File: config.mk
export PLATFORM = sky130hd
export DESIGN_NAME = mem_stage_lsu
export DESIGN_NICKNAME = d
export VERILOG_FILES = /design/src/rtl/riscv_pkg.sv /design/src/rtl/lsu_align.sv /design/src/rtl/mem_stage_lsu.sv
export SDC_FILE = /design/constraint.sdc
export NUM_CORES = 1
export LEC_CHECK = 0
export ABC_AREA = 1
export BUFFER_PORTS_ARGS = -buffer_cell sky130_fd_sc_hd__buf_2
export CAP_MARGIN = 20
export CELL_PAD_IN_SITES_DETAIL_PLACEMENT = 0
export CELL_PAD_IN_SITES_GLOBAL_PLACEMENT = 2
export CORE_MARGIN = 3
export CORE_UTILIZATION = 27
export DETAILED_ROUTE_END_ITERATION = 6
export GPL_ROUTABILITY_DRIVEN = 0
export GPL_TIMING_DRIVEN = 1
export PLACE_DENSITY = 0.83
export SETUP_SLACK_MARGIN = 0.2
export SLEW_MARGIN = 5
export SYNTH_ARGS = -nofsm -noshare
export SYNTH_HDL_FRONTEND = slang
export SYNTH_SLANG_ARGS = --single-unit
File: constraint.sdc
create_clock -name clk -period 6.1 [get_ports clk]
set_input_delay 0.305 -clock clk [delete_from_list [all_inputs] [get_ports clk]]
set_output_delay 0.305 -clock clk [all_outputs]
set_load 0.05 [all_outputs]
File: src/rtl/riscv_pkg.sv
`default_nettype none
// ============================================================================
//  Module      : riscv_pkg
//  Description : Shared encodings for the memory stage: load/store funct3
//                codes, LSU state encoding and size/alignment helpers.
//  Revision    : 1.0 - initial release
// ============================================================================
package riscv_pkg;

    // Load funct3 encodings; stores share the low two bits for access size
    localparam logic [2:0] F3_LB  = 3'b000;
    localparam logic [2:0] F3_LH  = 3'b001;
    localparam logic [2:0] F3_LW  = 3'b010;
    localparam logic [2:0] F3_LD  = 3'b011;
    localparam logic [2:0] F3_LBU = 3'b100;
    localparam logic [2:0] F3_LHU = 3'b101;
    localparam logic [2:0] F3_LWU = 3'b110;

    // LSU bus FSM state encoding
    typedef logic [1:0] lsu_state_e;
    localparam lsu_state_e c_IDLE     = 2'd0;
    localparam lsu_state_e c_WAIT_GNT = 2'd1;
    localparam lsu_state_e c_WAIT_RSP = 2'd2;
    localparam lsu_state_e c_DRAIN    = 2'd3;

    // Byte mask for an access of the given size, anchored at lane 0
    function automatic logic [7:0] size_mask(input logic [1:0] size);
        logic [7:0] m;
        case (size)
            2'd0:    m = 8'h01;
            2'd1:    m = 8'h03;
            2'd2:    m = 8'h0F;
            default: m = 8'hFF;
        endcase
        return m;
    endfunction

    // Natural-alignment check; a doubleword on a 32-bit datapath cannot be
    // served by the bus and is trapped the same way
    function automatic logic is_misaligned(input logic [2:0] f3,
                                           input logic [2:0] addr_lo,
                                           input logic       is64);
        logic bad;
        case (f3[1:0])
            2'd0:    bad = 1'b0;
            2'd1:    bad = addr_lo[0];
            2'd2:    bad = |addr_lo[1:0];
            default: bad = (~is64) | (|addr_lo);
        endcase
        return bad;
    endfunction

endpackage
`default_nettype wire

File: src/rtl/lsu_align.sv
`default_nettype none
// ============================================================================
//  Module      : lsu_align
//  Description : Combinational lane steering: store byte-enable / data shift
//                and load byte-lane extraction with sign or zero extension.
//  Revision    : 1.0 - initial release
// ============================================================================
module lsu_align
    import riscv_pkg::*;
#(
    parameter  int XLEN  = 32,
    localparam int NB    = XLEN / 8,
    localparam int OFF_W = $clog2(NB)
) (
    input  logic [1:0]       i_st_size,
    input  logic [OFF_W-1:0] i_st_off,
    input  logic [XLEN-1:0]  i_st_data,
    output logic [NB-1:0]    o_be,
    output logic [XLEN-1:0]  o_wdata,
    input  logic [2:0]       i_ld_f3,
    input  logic [OFF_W-1:0] i_ld_off,
    input  logic [XLEN-1:0]  i_rdata,
    output logic [XLEN-1:0]  o_ld_data
);

    logic [XLEN-1:0] w_sh;
    logic [XLEN-1:0] w_word_s;
    logic [XLEN-1:0] w_word_z;

    // Store: move the low-order data and its mask up to the addressed lane
    assign o_be    = NB'(size_mask(i_st_size)) << i_st_off;
    assign o_wdata = i_st_data << {i_st_off, 3'b000};

    // Load: bring the addressed lane down to bit 0 before extending
    assign w_sh = i_rdata >> {i_ld_off, 3'b000};

    // Word extension only differs from the raw value on a 64-bit datapath
    generate
        if (XLEN == 64) begin : g_x64
            assign w_word_s = {{32{w_sh[31]}}, w_sh[31:0]};
            assign w_word_z = {32'b0, w_sh[31:0]};
        end else begin : g_x32
            assign w_word_s = w_sh;
            assign w_word_z = w_sh;
        end
    endgenerate

    // Select the extension matching the load type
    always_comb begin
        o_ld_data = w_sh;
        case (i_ld_f3)
            F3_LB:   o_ld_data = {{(XLEN-8){w_sh[7]}}, w_sh[7:0]};
            F3_LH:   o_ld_data = {{(XLEN-16){w_sh[15]}}, w_sh[15:0]};
            F3_LW:   o_ld_data = w_word_s;
            F3_LD:   o_ld_data = w_sh;
            F3_LBU:  o_ld_data = {{(XLEN-8){1'b0}}, w_sh[7:0]};
            F3_LHU:  o_ld_data = {{(XLEN-16){1'b0}}, w_sh[15:0]};
            F3_LWU:  o_ld_data = w_word_z;
            default: o_ld_data = w_sh;
        endcase
    end

endmodule
`default_nettype wire

File: src/rtl/mem_stage_lsu.sv
`default_nettype none
// ============================================================================
//  Module      : mem_stage_lsu
//  Description : Memory stage with req/gnt/rvalid data bus, sub-word access,
//                misalignment trap, bus timeout, M-stage flush and the
//                MEM/WB pipeline register.
//  Revision    : 1.0 - initial release
// ============================================================================
module mem_stage_lsu
    import riscv_pkg::*;
#(
    parameter  int XLEN    = 32,
    parameter  int TIMEOUT = 64,
    localparam int CNT_W   = $clog2(TIMEOUT + 1),
    localparam int NB      = XLEN / 8,
    localparam int OFF_W   = $clog2(NB)
) (
    input  logic            clk,
    input  logic            rst,
    input  logic            ValidM,
    input  logic            RegWriteM,
    input  logic            MemReadM,
    input  logic            MemWriteM,
    input  logic [1:0]      ResultSrcM,
    input  logic [2:0]      Funct3M,
    input  logic [4:0]      RD_M,
    input  logic [XLEN-1:0] PCPlus4M,
    input  logic [XLEN-1:0] ALU_ResultM,
    input  logic [XLEN-1:0] WriteDataM,
    input  logic            FlushM,
    output logic            StallM,
    output logic            MisalignM,
    output logic            BusErrM,
    output logic            dmem_req,
    output logic            dmem_we,
    output logic [XLEN-1:0] dmem_addr,
    output logic [NB-1:0]   dmem_be,
    output logic [XLEN-1:0] dmem_wdata,
    input  logic            dmem_gnt,
    input  logic            dmem_rvalid,
    input  logic [XLEN-1:0] dmem_rdata,
    output logic            ValidW,
    output logic            RegWriteW,
    output logic [1:0]      ResultSrcW,
    output logic [4:0]      RD_W,
    output logic [XLEN-1:0] PCPlus4W,
    output logic [XLEN-1:0] ALU_ResultW,
    output logic [XLEN-1:0] ReadDataW
);

    lsu_state_e       r_state;
    lsu_state_e       w_next;
    logic [CNT_W-1:0] r_cnt;

    // Request captured at issue so it stays stable while waiting for gnt,
    // and so the response is steered with the size/lane it was issued with
    logic [XLEN-1:0]  r_addr;
    logic [XLEN-1:0]  r_wdata;
    logic [NB-1:0]    r_be;
    logic             r_we;
    logic [2:0]       r_f3;
    logic [OFF_W-1:0] r_off;

    logic             w_mem_op;
    logic             w_misal;
    logic             w_tmo;
    logic             w_issue;
    logic             w_retire;
    logic             w_load_done;
    logic [XLEN-1:0]  w_addr_al;
    logic [NB-1:0]    w_al_be;
    logic [XLEN-1:0]  w_al_wdata;
    logic [XLEN-1:0]  w_ld_data;

    assign w_mem_op  = ValidM & (MemReadM | MemWriteM);
    assign w_misal   = is_misaligned(Funct3M, ALU_ResultM[2:0], XLEN == 64);
    assign w_tmo     = (r_cnt == CNT_W'(TIMEOUT - 1));
    assign w_addr_al = {ALU_ResultM[XLEN-1:OFF_W], {OFF_W{1'b0}}};

    lsu_align #(
        .XLEN (XLEN)
    ) u_align (
        .i_st_size (Funct3M[1:0]),
        .i_st_off  (ALU_ResultM[OFF_W-1:0]),
        .i_st_data (WriteDataM),
        .o_be      (w_al_be),
        .o_wdata   (w_al_wdata),
        .i_ld_f3   (r_f3),
        .i_ld_off  (r_off),
        .i_rdata   (dmem_rdata),
        .o_ld_data (w_ld_data)
    );

    // Bus control, stall and next-state; a stall is released in the cycle the
    // M-stage instruction finishes (retire, bubble or flush), except in DRAIN,
    // where M already holds a younger instruction that has not been serviced
    always_comb begin
        w_next      = r_state;
        dmem_req    = 1'b0;
        dmem_we     = 1'b0;
        dmem_addr   = '0;
        dmem_be     = '0;
        dmem_wdata  = '0;
        StallM      = 1'b0;
        MisalignM   = 1'b0;
        BusErrM     = 1'b0;
        w_issue     = 1'b0;
        w_retire    = 1'b0;
        w_load_done = 1'b0;
        if (!rst) begin
            case (r_state)
                c_IDLE: begin
                    if (FlushM) begin
                        w_next = c_IDLE;
                    end else if (w_mem_op && w_misal) begin
                        MisalignM = 1'b1;
                    end else if (w_mem_op) begin
                        dmem_req   = 1'b1;
                        dmem_we    = MemWriteM;
                        dmem_addr  = w_addr_al;
                        dmem_be    = w_al_be;
                        dmem_wdata = MemWriteM ? w_al_wdata : '0;
                        w_issue    = 1'b1;
                        if (dmem_gnt && MemWriteM) begin
                            w_retire = 1'b1;
                        end else if (dmem_gnt) begin
                            w_next = c_WAIT_RSP;
                            StallM = 1'b1;
                        end else begin
                            w_next = c_WAIT_GNT;
                            StallM = 1'b1;
                        end
                    end else begin
                        w_retire = ValidM;
                    end
                end
                c_WAIT_GNT: begin
                    // Request stays asserted for the whole cycle; a grant
                    // arriving alongside a flush or timeout is honoured
                    dmem_req   = 1'b1;
                    dmem_we    = r_we;
                    dmem_addr  = r_addr;
                    dmem_be    = r_be;
                    dmem_wdata = r_wdata;
                    StallM     = 1'b1;
                    if (dmem_gnt && r_we) begin
                        w_retire = 1'b1;
                        StallM   = 1'b0;
                        w_next   = c_IDLE;
                    end else if (dmem_gnt && FlushM) begin
                        StallM = 1'b0;
                        w_next = c_DRAIN;
                    end else if (dmem_gnt) begin
                        w_next = c_WAIT_RSP;
                    end else if (FlushM) begin
                        StallM = 1'b0;
                        w_next = c_IDLE;
                    end else if (w_tmo) begin
                        BusErrM = 1'b1;
                        StallM  = 1'b0;
                        w_next  = c_IDLE;
                    end
                end
                c_WAIT_RSP: begin
                    StallM = 1'b1;
                    if (dmem_rvalid) begin
                        // Response consumed here even when flushed
                        StallM      = 1'b0;
                        w_next      = c_IDLE;
                        w_retire    = ~FlushM;
                        w_load_done = ~FlushM;
                    end else if (FlushM) begin
                        StallM = 1'b0;
                        w_next = c_DRAIN;
                    end else if (w_tmo) begin
                        BusErrM = 1'b1;
                        StallM  = 1'b0;
                        w_next  = c_DRAIN;
                    end
                end
                default: begin
                    StallM = 1'b1;
                    if (dmem_rvalid || w_tmo) begin
                        w_next = c_IDLE;
                    end
                end
            endcase
        end
    end

    // FSM state and wait counter; counter restarts whenever the state changes
    always_ff @(posedge clk or posedge rst) begin
        if (rst) begin
            r_state <= c_IDLE;
            r_cnt   <= '0;
        end else begin
            r_state <= w_next;
            if ((w_next != r_state) || (r_state == c_IDLE)) begin
                r_cnt <= '0;
            end else begin
                r_cnt <= r_cnt + 1'b1;
            end
        end
    end

    // Capture the issued request for the wait states
    always_ff @(posedge clk or posedge rst) begin
        if (rst) begin
            r_addr  <= '0;
            r_wdata <= '0;
            r_be    <= '0;
            r_we    <= 1'b0;
            r_f3    <= '0;
            r_off   <= '0;
        end else if (w_issue) begin
            r_addr  <= w_addr_al;
            r_wdata <= MemWriteM ? w_al_wdata : '0;
            r_be    <= w_al_be;
            r_we    <= MemWriteM;
            r_f3    <= Funct3M;
            r_off   <= ALU_ResultM[OFF_W-1:0];
        end
    end

    // MEM/WB register; anything that does not retire becomes a bubble
    always_ff @(posedge clk or posedge rst) begin
        if (rst) begin
            ValidW      <= 1'b0;
            RegWriteW   <= 1'b0;
            ResultSrcW  <= '0;
            RD_W        <= '0;
            PCPlus4W    <= '0;
            ALU_ResultW <= '0;
            ReadDataW   <= '0;
        end else begin
            ValidW      <= w_retire;
            RegWriteW   <= w_retire & RegWriteM;
            ResultSrcW  <= ResultSrcM;
            RD_W        <= RD_M;
            PCPlus4W    <= PCPlus4M;
            ALU_ResultW <= ALU_ResultM;
            ReadDataW   <= w_load_done ? w_ld_data : '0;
        end
    end

endmodule
`default_nettype wire

# Word level (Yosys, flattened, before mapping)
# Cells that the tools add are included.
# classes
n_addsub	1
multipliers	0
div_mod_pow	0
order_cmp	0
n_eq_ne	9
shift	3
muxes	83
bitwise	4
n_reduce_logical	10
# ops
operator	count
32-bit 2-to-1 mux	10
32-bit case mux with 2 select lines	2
32-bit case mux with 4 select lines	1
1-bit 2-to-1 mux	41
32-bit by 5-bit << shifter with 32-bit output	1
32-bit by 5-bit right shift with 32-bit output	1
2-bit 2-to-1 mux	15
4-bit 2-to-1 mux	4
4-bit case mux with 3 select lines	1
1-bit case mux with 3 select lines	3
4-bit case mux with 2 select lines	1
7-bit by 1-bit adder with 7-bit output (second input constant)	1
7-bit by 6-bit == test with 1-bit output (second input constant)	1
7-bit 2-to-1 mux	1
3-bit == test (second input constant)	2
1-bit case mux with 2 select lines	3
2-bit case mux with 3 select lines	1
2-bit by 1-bit == test with 1-bit output (second input constant)	2
2-bit == test (second input constant)	2
1-bit logical AND	4
2-bit logical NOT	2
4-bit by 2-bit << shifter with 4-bit output	1
3-bit by 1-bit == test with 1-bit output (second input constant)	1
3-bit logical NOT	1
other kinds (6)	8
# totals
reg_bits	186
latchBits	0
mem_bits_rw	0
mem_bits_ro	0
in_bits	147
output_inout_bits	178
elab_cells	125
n_memories	0

# Logic depth before layout (Yosys ltp)
# Gate-level depths: netlist (run 1).
# depth
ltp_word	11
ltp_mapped	13
depth_no_buf	13

# By module
# A second synthesis (run 1) with hierarchy kept.
# unflattened
cells_unflattened	1025
area_unflattened_um2	8707.1
# by_module_without_submodules
module	instances	cells_per_inst	area_per_inst_um2	seq_area_each_um2
mem_stage_lsu	1	758	7277.0	4654.5
lsu_align	1	267	1430.1	0.0

# Worst setup path after synthesis (run 1)
# OpenSTA, ideal clock, no wires.
# synth_path
path_kind	input-to-output
from	input rst
to	output BusErrM
arrival_time_ps	5357
required_ps	5795
setup_slack_ps	438
path_stages	3
path_buffers	0
path_cell_list	inv_1 > o2111ai_1 > nor2_1
# synth_between
elab_chain_len	1
# synth_rtl
element	line_no	text
start, declared	mem_stage_lsu.sv:19	input logic rst,
1-bit 2-to-1 mux	mem_stage_lsu.sv:110	if (!rst) begin
end, declared	mem_stage_lsu.sv:33	output logic BusErrM,
# No other way between the ends.

# Worst setup path in the final report (run 1)
# layout_path
from	register r_state[1]
to	output dmem_wdata[28]
# layout_between
elab_chain_len	3
word_cells_on_any_way	4
cone_classes	1 x eq/ne; 2 x mux; 1 x reduce/logical
# layout_rtl
element	line_no	text
start, declared	mem_stage_lsu.sv:51	lsu_state_e r_state;
start signal, assigned	mem_stage_lsu.sv:194	r_state <= c_IDLE;
start signal, assigned	mem_stage_lsu.sv:197	r_state <= w_next;
2-bit by 1-bit == test with 1-bit output / 2-bit logical NOT (equally long branches)	mem_stage_lsu.sv:111	case (r_state)
32-bit case mux with 2 select lines (*)	mem_stage_lsu.sv:111	
32-bit 2-to-1 mux (*)	mem_stage_lsu.sv:110	
end, declared	mem_stage_lsu.sv:38	output logic [XLEN-1:0] dmem_wdata,
# Every way passes the cells marked *; elsewhere a longest branch is shown, timed or not.

==> impl_metrics.env, run 1 <==
export IMPL_outcome="complete, but fails checks"
export IMPL_violations="negative hold slack"
export IMPL_finalHoldViolations=8
export IMPL_core_area_sq_um=30800
export IMPL_synth_compound_area_share_pct=11.3
export IMPL_synth_adder_area_share_pct=0.734
export IMPL_io_buffers=322
export IMPL_setup_slack_ns=2.81
export IMPL_grt_pass1_vias=8102
export IMPL_netlist_cell_type_count=41
export IMPL_ctsHoldBuffers=64
export IMPL_cts_tree="yes"
export IMPL_power_w=0.00416
export IMPL_grt_overflow=0
export IMPL_start_util_pct=27.6
export IMPL_clkSlewWorstSetupHoldPaths_ns=0.07
export IMPL_slew_viol_final=0
export IMPL_n_fill_cell=3186
export IMPL_drtIter0Drc=440
export IMPL_dr_pass1_iters=4
export IMPL_ys_seq_area_share_pct=54.6
export IMPL_grt_max_degree=109
export IMPL_arrival_ns=2.99
export IMPL_postPlaceCellArea_sq_um=10400
export IMPL_start_kind="register"
export IMPL_muxShareOfSynthArea_pct=0
export IMPL_ys_seq_elements=186
export IMPL_die_w_microns=184
export IMPL_drcViolationCount=0
export IMPL_htree_levels=4
export IMPL_peakVddDrop_v=0.000180
export IMPL_grt_first_pass_wirelength_mm=46.7
export IMPL_finalSetupViolCount=0
export IMPL_routed_wl_mm=30.6
export IMPL_synth_area_sq_um=8520
export IMPL_cp_required_ns=5.79
export IMPL_worstPathMaxFanout=39
export IMPL_slew_headroom_pct=33.9
export IMPL_max_freq_mhz=304
export IMPL_synth_warnings=0
export IMPL_final_setup_skew_ns=0.0161
export IMPL_clockRootBuffer="clkbuf_16"
export IMPL_drive_gt1_share_pct=28.7
export IMPL_vias_per_cell=4.59
export IMPL_die_h_microns=184
export IMPL_num_io_pins=325
export IMPL_synth_cells=1037
export IMPL_syn2layout_area_growth_pct=36.9
export IMPL_vias=8212
export IMPL_postCtsSetupBuffers=0
export IMPL_pwr_density_cell_nw_per_um2=356
export IMPL_antenna_found_initial=1
export IMPL_finalSetupTns_ns=0
export IMPL_diodes=0
export IMPL_hold_path_class="in -> async"
export IMPL_whs_ns=-0.0175
export IMPL_rows=64
export IMPL_tightestPinTransition_ns=0.992
export IMPL_crit_type="reg -> out"
export IMPL_dieArea_sq_um=33700
export IMPL_synthXorXnorAreaFrac_pct=0.411
export IMPL_clk_path_buf_depth=2
export IMPL_grtUsageTotal_pct=17.8
export IMPL_syn_avg_cell_area_sq_um=8.22
export IMPL_place_hpwl_mm=20.9
export IMPL_min_period_over_period_pct=53.9
export IMPL_drv_cap=0
export IMPL_synth_simple_area_share_pct=27.2
export IMPL_cts_resized=0
export IMPL_nets=1535
export IMPL_cp_end_kind="output pin"
export IMPL_cts_made_buffers=17
export IMPL_cts_sinks=186
export IMPL_synth_top_family_by_area="simple AND/OR/NAND/NOR gates"
export IMPL_leakage_nw=6.02
export IMPL_routedWlPerCell_microns=17.1
export IMPL_antenna_left=0
export IMPL_rsz0062_at_grt="false"
export IMPL_dp_slack_ns=2.95
export IMPL_final_area_sq_um=11700
export IMPL_min_period_ns=3.29
export IMPL_insertion_delay_ns=0.45
-- per-stage QoR --
| step | std cells | util (%) |
|---|---|---|
| CTS | 1789 | 37.7 |
| floorplan | 1038 | - |
| global route | 1791 | 37.9 |
| global placement | 1694 | 33.6 |
| finish | 1791 | 37.9 |
| detailed placement | 1694 | 33.6 |
-- routing by layer --
metal,share of wire [%],global-route usage [%]
met1,43,22.3
met2,49,30.5
met3,6.7,3.96
met4,2.0,5.88
met5,0.043,0
-- kinds of logic (layout without fill, tap and decap cells) --
logic type	count (synthesis)	after routing
compound gates	170	170
xor+xnor	4	4
fa+ha+maj	5	5
buf+inv	111	468
flops	186	186
other cells	1	2
simple gates	560	560
-- cell usage after synthesis (all sizes together) --
cell | number | area, sq um
buf | 25 | 161
and2 | 1 | 6.26
conb | 1 | 3.75
nor4 | 1 | 6.26
a21oi | 91 | 470
a31oi | 7 | 43.8
and3 | 1 | 6.26
dfrtp | 186 | 4650
clkbuf | 42 | 158
o31ai | 1 | 7.51
clkinv | 4 | 16.3
xor2 | 2 | 17.5
nor3 | 8 | 75.1
nand3 | 56 | 298
o2111ai | 1 | 8.76
a41oi | 1 | 8.76
nor2 | 79 | 339
o22ai | 8 | 50.1
a22oi | 25 | 188
xnor2 | 2 | 17.5
inv | 40 | 150
nand2 | 411 | 1570
o211ai | 1 | 7.51
or3 | 1 | 6.26
o21ai | 35 | 175
ha | 5 | 62.6
nand4 | 2 | 12.5
-- final timing paths --
kind	from	slack [ns]	depth (start not counted)	end
max	r_state[1]$_DFF_PP0_	2.81	6	dmem_wdata[28]
min	rst	-0.02	2	RegWriteW$_DFF_PP0_
max reg2reg	r_off[0]$_DFFE_PP0P_	3.17	8	ReadDataW[25]$_DFF_PP0_
min reg2reg	r_addr[3]$_DFFE_PP0P_	0.47	2	r_addr[3]$_DFFE_PP0P_
max in group asynchronous	rst	4.95	4	ReadDataW[1]$_DFF_PP0_
min in group clk	ALU_ResultM[9]	0.03	1	ALU_ResultW[9]$_DFF_PP0_
-- cell type report --
type                    count  area, sq um  share of cell area [%]
inverters                  44          174                    1.49
multi-input cells         741         3390                    29.1
clock buffers              20          457                    3.91
repair buffers            393         2340                    20.0
flip-flops and latches    186         4650                    39.9
well taps                 396          495                    4.24
clock inverters            11          158                    1.35
-- placed cells by master, fill, tap and decap left out, types with 2 or more instances in the layout --
cell | Yosys | layout
a21oi_1 | 87 | 87
a21oi_2 | 4 | 4
a22oi_1 | 25 | 25
a31oi_1 | 7 | 7
buf_2 | 15 | 321
buf_4 | 3 | 6
bufinv_16 | 0 | 3
clkbuf_16 | 0 | 17
clkbuf_8 | 0 | 2
clkinv_1 | 3 | 2
clkinv_4 | 0 | 2
clkinvlp_4 | 0 | 2
conb_1 | 1 | 2
dfrtp_1 | 186 | 186
dlygate4sd3_1 | 0 | 64
ha_1 | 5 | 4
inv_1 | 37 | 36
inv_2 | 3 | 4
inv_6 | 0 | 4
nand2_1 | 403 | 403
nand2_2 | 6 | 6
nand2_4 | 2 | 2
nand3_1 | 54 | 54
nand4_1 | 2 | 2
nor2_1 | 66 | 66
nor2_2 | 11 | 10
nor2_4 | 2 | 3
nor3_2 | 7 | 7
o21ai_0 | 34 | 34
o22ai_1 | 8 | 8
xnor2_1 | 2 | 2
xor2_1 | 2 | 2
-- registers in the layout, indices dropped and copies added (netlist names) --
name and flops:
RegWriteW 1, PCPlus4W 32, r_f3 3, ResultSrcW 2, ReadDataW 32, r_cnt 7, r_be 4, r_wdata 32
r_state 2, r_we 1, ALU_ResultW 32, r_off 2, ValidW 1, RD_W 5, r_addr 30
-- critical path, cell delays in order (launching register included) --
cell and delay, ns:
dfrtp_1 0.45, inv_1 0.17, ha_2 0.67, buf_4 0.55, a22oi_1 0.18, nor2_1 0.20
buf_2 0.31
-- power by group --
part           internal, W  switching (W)  total, W
Sequential         0.00145       0.000155   0.00160
Combinational     0.000376       0.000992   0.00137
Clock             0.000672       0.000515   0.00119
Total              0.00250        0.00166   0.00416
No activity file was read; power rests on OpenSTA's default activity.
==> inputs of run 2 (changes only) <==
- ABC_AREA: 1 -> 0
- CORE_UTILIZATION: 27 -> 25
- PLACE_DENSITY: 0.83 -> 0.79
- clock period: 6.1 -> 2.83 ns (I/O delays scaled with it)
==> run 2 against run 1 <==
Against the previous run: cell count fell by 2.4%; synthesized cell count fell by 15%; non-clock buffer count rose by 67; clock power rose by 110%; highest routed layer unchanged; worst hold slack improved by 0.036 ns; global-route usage fell by 0.066 points; combinational power rose to 2.7 times the previous value; core utilization rose by 1.9 points; die area rose by 4.9%; worst setup slack got worse by 2.6 ns; the flow now finishes without violations.
==> impl_metrics.env, run 2 <==
export IMPL_outcome="complete, no violations"
export IMPL_start_util_pct=25.4
export IMPL_worstPathMaxFanout=8
export IMPL_cp_end_kind="output pin"
export IMPL_layout_common_cells="buf_2 (270), nand2_1 (213), dfrtp_1 (184)"
export IMPL_core_area_sq_um=32600
export IMPL_synth_cells=881
export IMPL_clk_path_buf_depth=2
export IMPL_antenna_found_initial=3
export IMPL_vias=8014
export IMPL_synth_warnings=0
export IMPL_insertion_delay_ns=0.44
export IMPL_syn2layout_area_growth_pct=56.3
export IMPL_regArea_sq_um=4660
export IMPL_crit_type="reg -> out"
export IMPL_syn_avg_cell_area_sq_um=9.41
export IMPL_drive_gt1_share_pct=36.2
export IMPL_grt_first_pass_wirelength_mm=49.2
export IMPL_synth_edf_count=0
export IMPL_min_period_ns=2.58
export IMPL_ys_top_cells_by_area="dfrtp_1 (56%), nand2_1 (9.7%), a22oi_1 (5.2%), nor2_1 (4.3%), mux2i_1 (4.0%)"
export IMPL_r2r_start="r_cnt[0]$_DFF_PP0_"
export IMPL_routed_wl_mm=32.0
export IMPL_synth_ff_type="dfrtp_1"
export IMPL_num_io_pins=325
export IMPL_slew_headroom_pct=38.9
export IMPL_clockRootBuffer="clkbuf_16"
export IMPL_cp_required_ns=2.69
export IMPL_cts_tree="yes"
export IMPL_peakVddDrop_v=0.000471
export IMPL_yosys_area_top_type="dfrtp_1"
export IMPL_dr_pass1_iters=4
export IMPL_drv_cap=0
export IMPL_n_fill_cell=3278
export IMPL_leakage_nw=6.17
export IMPL_hold_path_class="in -> reg"
export IMPL_arrival_ns=2.44
export IMPL_layout_commonest_cell="buf_2"
export IMPL_whs_ns=0.0184
export IMPL_drtIter0Drc=376
export IMPL_io_buffers=322
export IMPL_finalHoldViolations=0
export IMPL_cts_made_buffers=17
export IMPL_dieArea_sq_um=35400
export IMPL_drcViolationCount=0
export IMPL_rsz0062_at_grt="true"
export IMPL_grt_overflow=0
export IMPL_ys_seq_elements=186
export IMPL_holdPathStages=3
export IMPL_multi_input_area_sq_um=3710
export IMPL_start_kind="register"
export IMPL_r2r_end="r_cnt[6]$_DFF_PP0_"
export IMPL_place_hpwl_mm=21.7
export IMPL_power_w=0.00976
export IMPL_cts_sinks=186
export IMPL_antenna_left=0
export IMPL_min_period_over_period_pct=91.3
export IMPL_synth_area_sq_um=8290
export IMPL_grt_pass1_vias=8317
export IMPL_clkSlewWorstSetupHoldPaths_ns=0.07
export IMPL_tightestPinTransition_ns=0.916
export IMPL_endpoint="dmem_be[0]"
export IMPL_async_flop_share_pct=100
export IMPL_final_setup_skew_ns=0.00784
export IMPL_r2r_cells=7
export IMPL_pwr_density_cell_nw_per_um2=753
export IMPL_finalSetupViolCount=0
export IMPL_htree_levels=4
export IMPL_synth_most_common_cell="nand2_1"
export IMPL_slew_viol_final=0
export IMPL_vias_per_cell=4.58
export IMPL_die_h_microns=188
export IMPL_regToRegSetupSlack_ns=0.29
export IMPL_ys_top_cells_by_count="nand2_1 (214), dfrtp_1 (186), nor2_1 (95), clkbuf_1 (61), a22oi_1 (57)"
export IMPL_netlist_cell_type_count=46
export IMPL_grtUsageTotal_pct=17.7
export IMPL_nets=1444
export IMPL_ys_seq_area_share_pct=56.1
export IMPL_cp_startpoint="r_state[1]$_DFF_PP0_"
export IMPL_die_w_microns=188
export IMPL_routedWlPerCell_microns=18.3
export IMPL_max_freq_mhz=387
export IMPL_synthDominantCellAreaShare_pct=56.1
export IMPL_grt_max_degree=68
export IMPL_rows=66
run 2: cells by family after synthesis:
family | Yosys count | synth area share [%]
compound gates | 187 | 15.3
xor+xnor | 5 | 0.528
mux | 37 | 4.53
fa+ha+maj | 5 | 0.755
buf+inv | 76 | 3.55
flops | 186 | 56.1
other cells | 1 | 0.0452
simple gates | 384 | 19.1
run 2: routing by layer:
metal / track usage [%] / share of wire (%) / vias up
li1: - / - / 3819
met1: 22.1 / 42 / 3881
met2: 31.0 / 50 / 277
met3: 4.56 / 6.5 / 31
met4: 3.98 / 1.4 / 6
met5: 0 / 0.069 / -
run 2: layout make-up:
cell class | instances | area share [%]
diodes | 1 | 0.0193
clock buffers | 20 | 3.52
clock inverters | 12 | 1.26
inverters | 7 | 0.232
multi-input cells | 620 | 28.6
flip-flops and latches | 186 | 35.9
well taps | 442 | 4.27
repair buffers | 460 | 26.2
run 2: worst min path at each step:
stage,slack [ns],endpoint,start
detailed placement,0.19,r_state[0]$_DFF_PP0_,rst
global route,0.02,r_f3[1]$_DFFE_PP0P_,Funct3M[1]
global placement,0.19,r_state[0]$_DFF_PP0_,rst
floorplan,0.17,ALU_ResultW[0]$_DFF_PP0_,ALU_ResultM[0]
finish,0.02,r_f3[1]$_DFFE_PP0P_,Funct3M[1]
CTS,0.007,r_f3[1]$_DFFE_PP0P_,Funct3M[1]
run 2: power breakdown:
group          internal [W]  leakage [nW]  switching [W]  total [W]
clock               0.00145         0.298        0.00109    0.00254
combinational       0.00135          3.51        0.00237    0.00372
sequential          0.00315          2.36       0.000337    0.00349
run 2: critical path, stage by stage (launching register included):
cell	delay, ns
dfrtp_2	0.42
inv_2	0.10
ha_4	0.14
buf_4	0.14
inv_1	0.08
a2111oi_4	0.20
buf_4	0.20
buf_4	0.15
clkbuf_16	0.17
a22oi_1	0.10
nor2_4	0.15
buf_8	0.16
run 2: repair_timing:
item,in CTS,in global routing
cloned,2,3
hold buffers,89,0
setup buffers,8,7
resized for setup,71,75
pin swaps,3,18
hold endpoints to repair,119,0
endpoints found under the setup margin,69,68
run 2: stage by stage:
stage / worst slack (ns) / utilization, % / setup TNS, ns / instance area (sq um) / cells
floorplan: -1.46 / - / -201.23 / 8690 / 882
CTS: 0.201 / 38.6 / 0 / 12600 / 1737
global placement: 0.341 / 32.9 / 0 / 10700 / 1605
detailed placement: 0.306 / 32.9 / 0 / 10700 / 1606
global route: 0.152 / 39.7 / 0 / 13000 / 1747
finish: 0.247 / 39.7 / 0 / 13000 / 1748
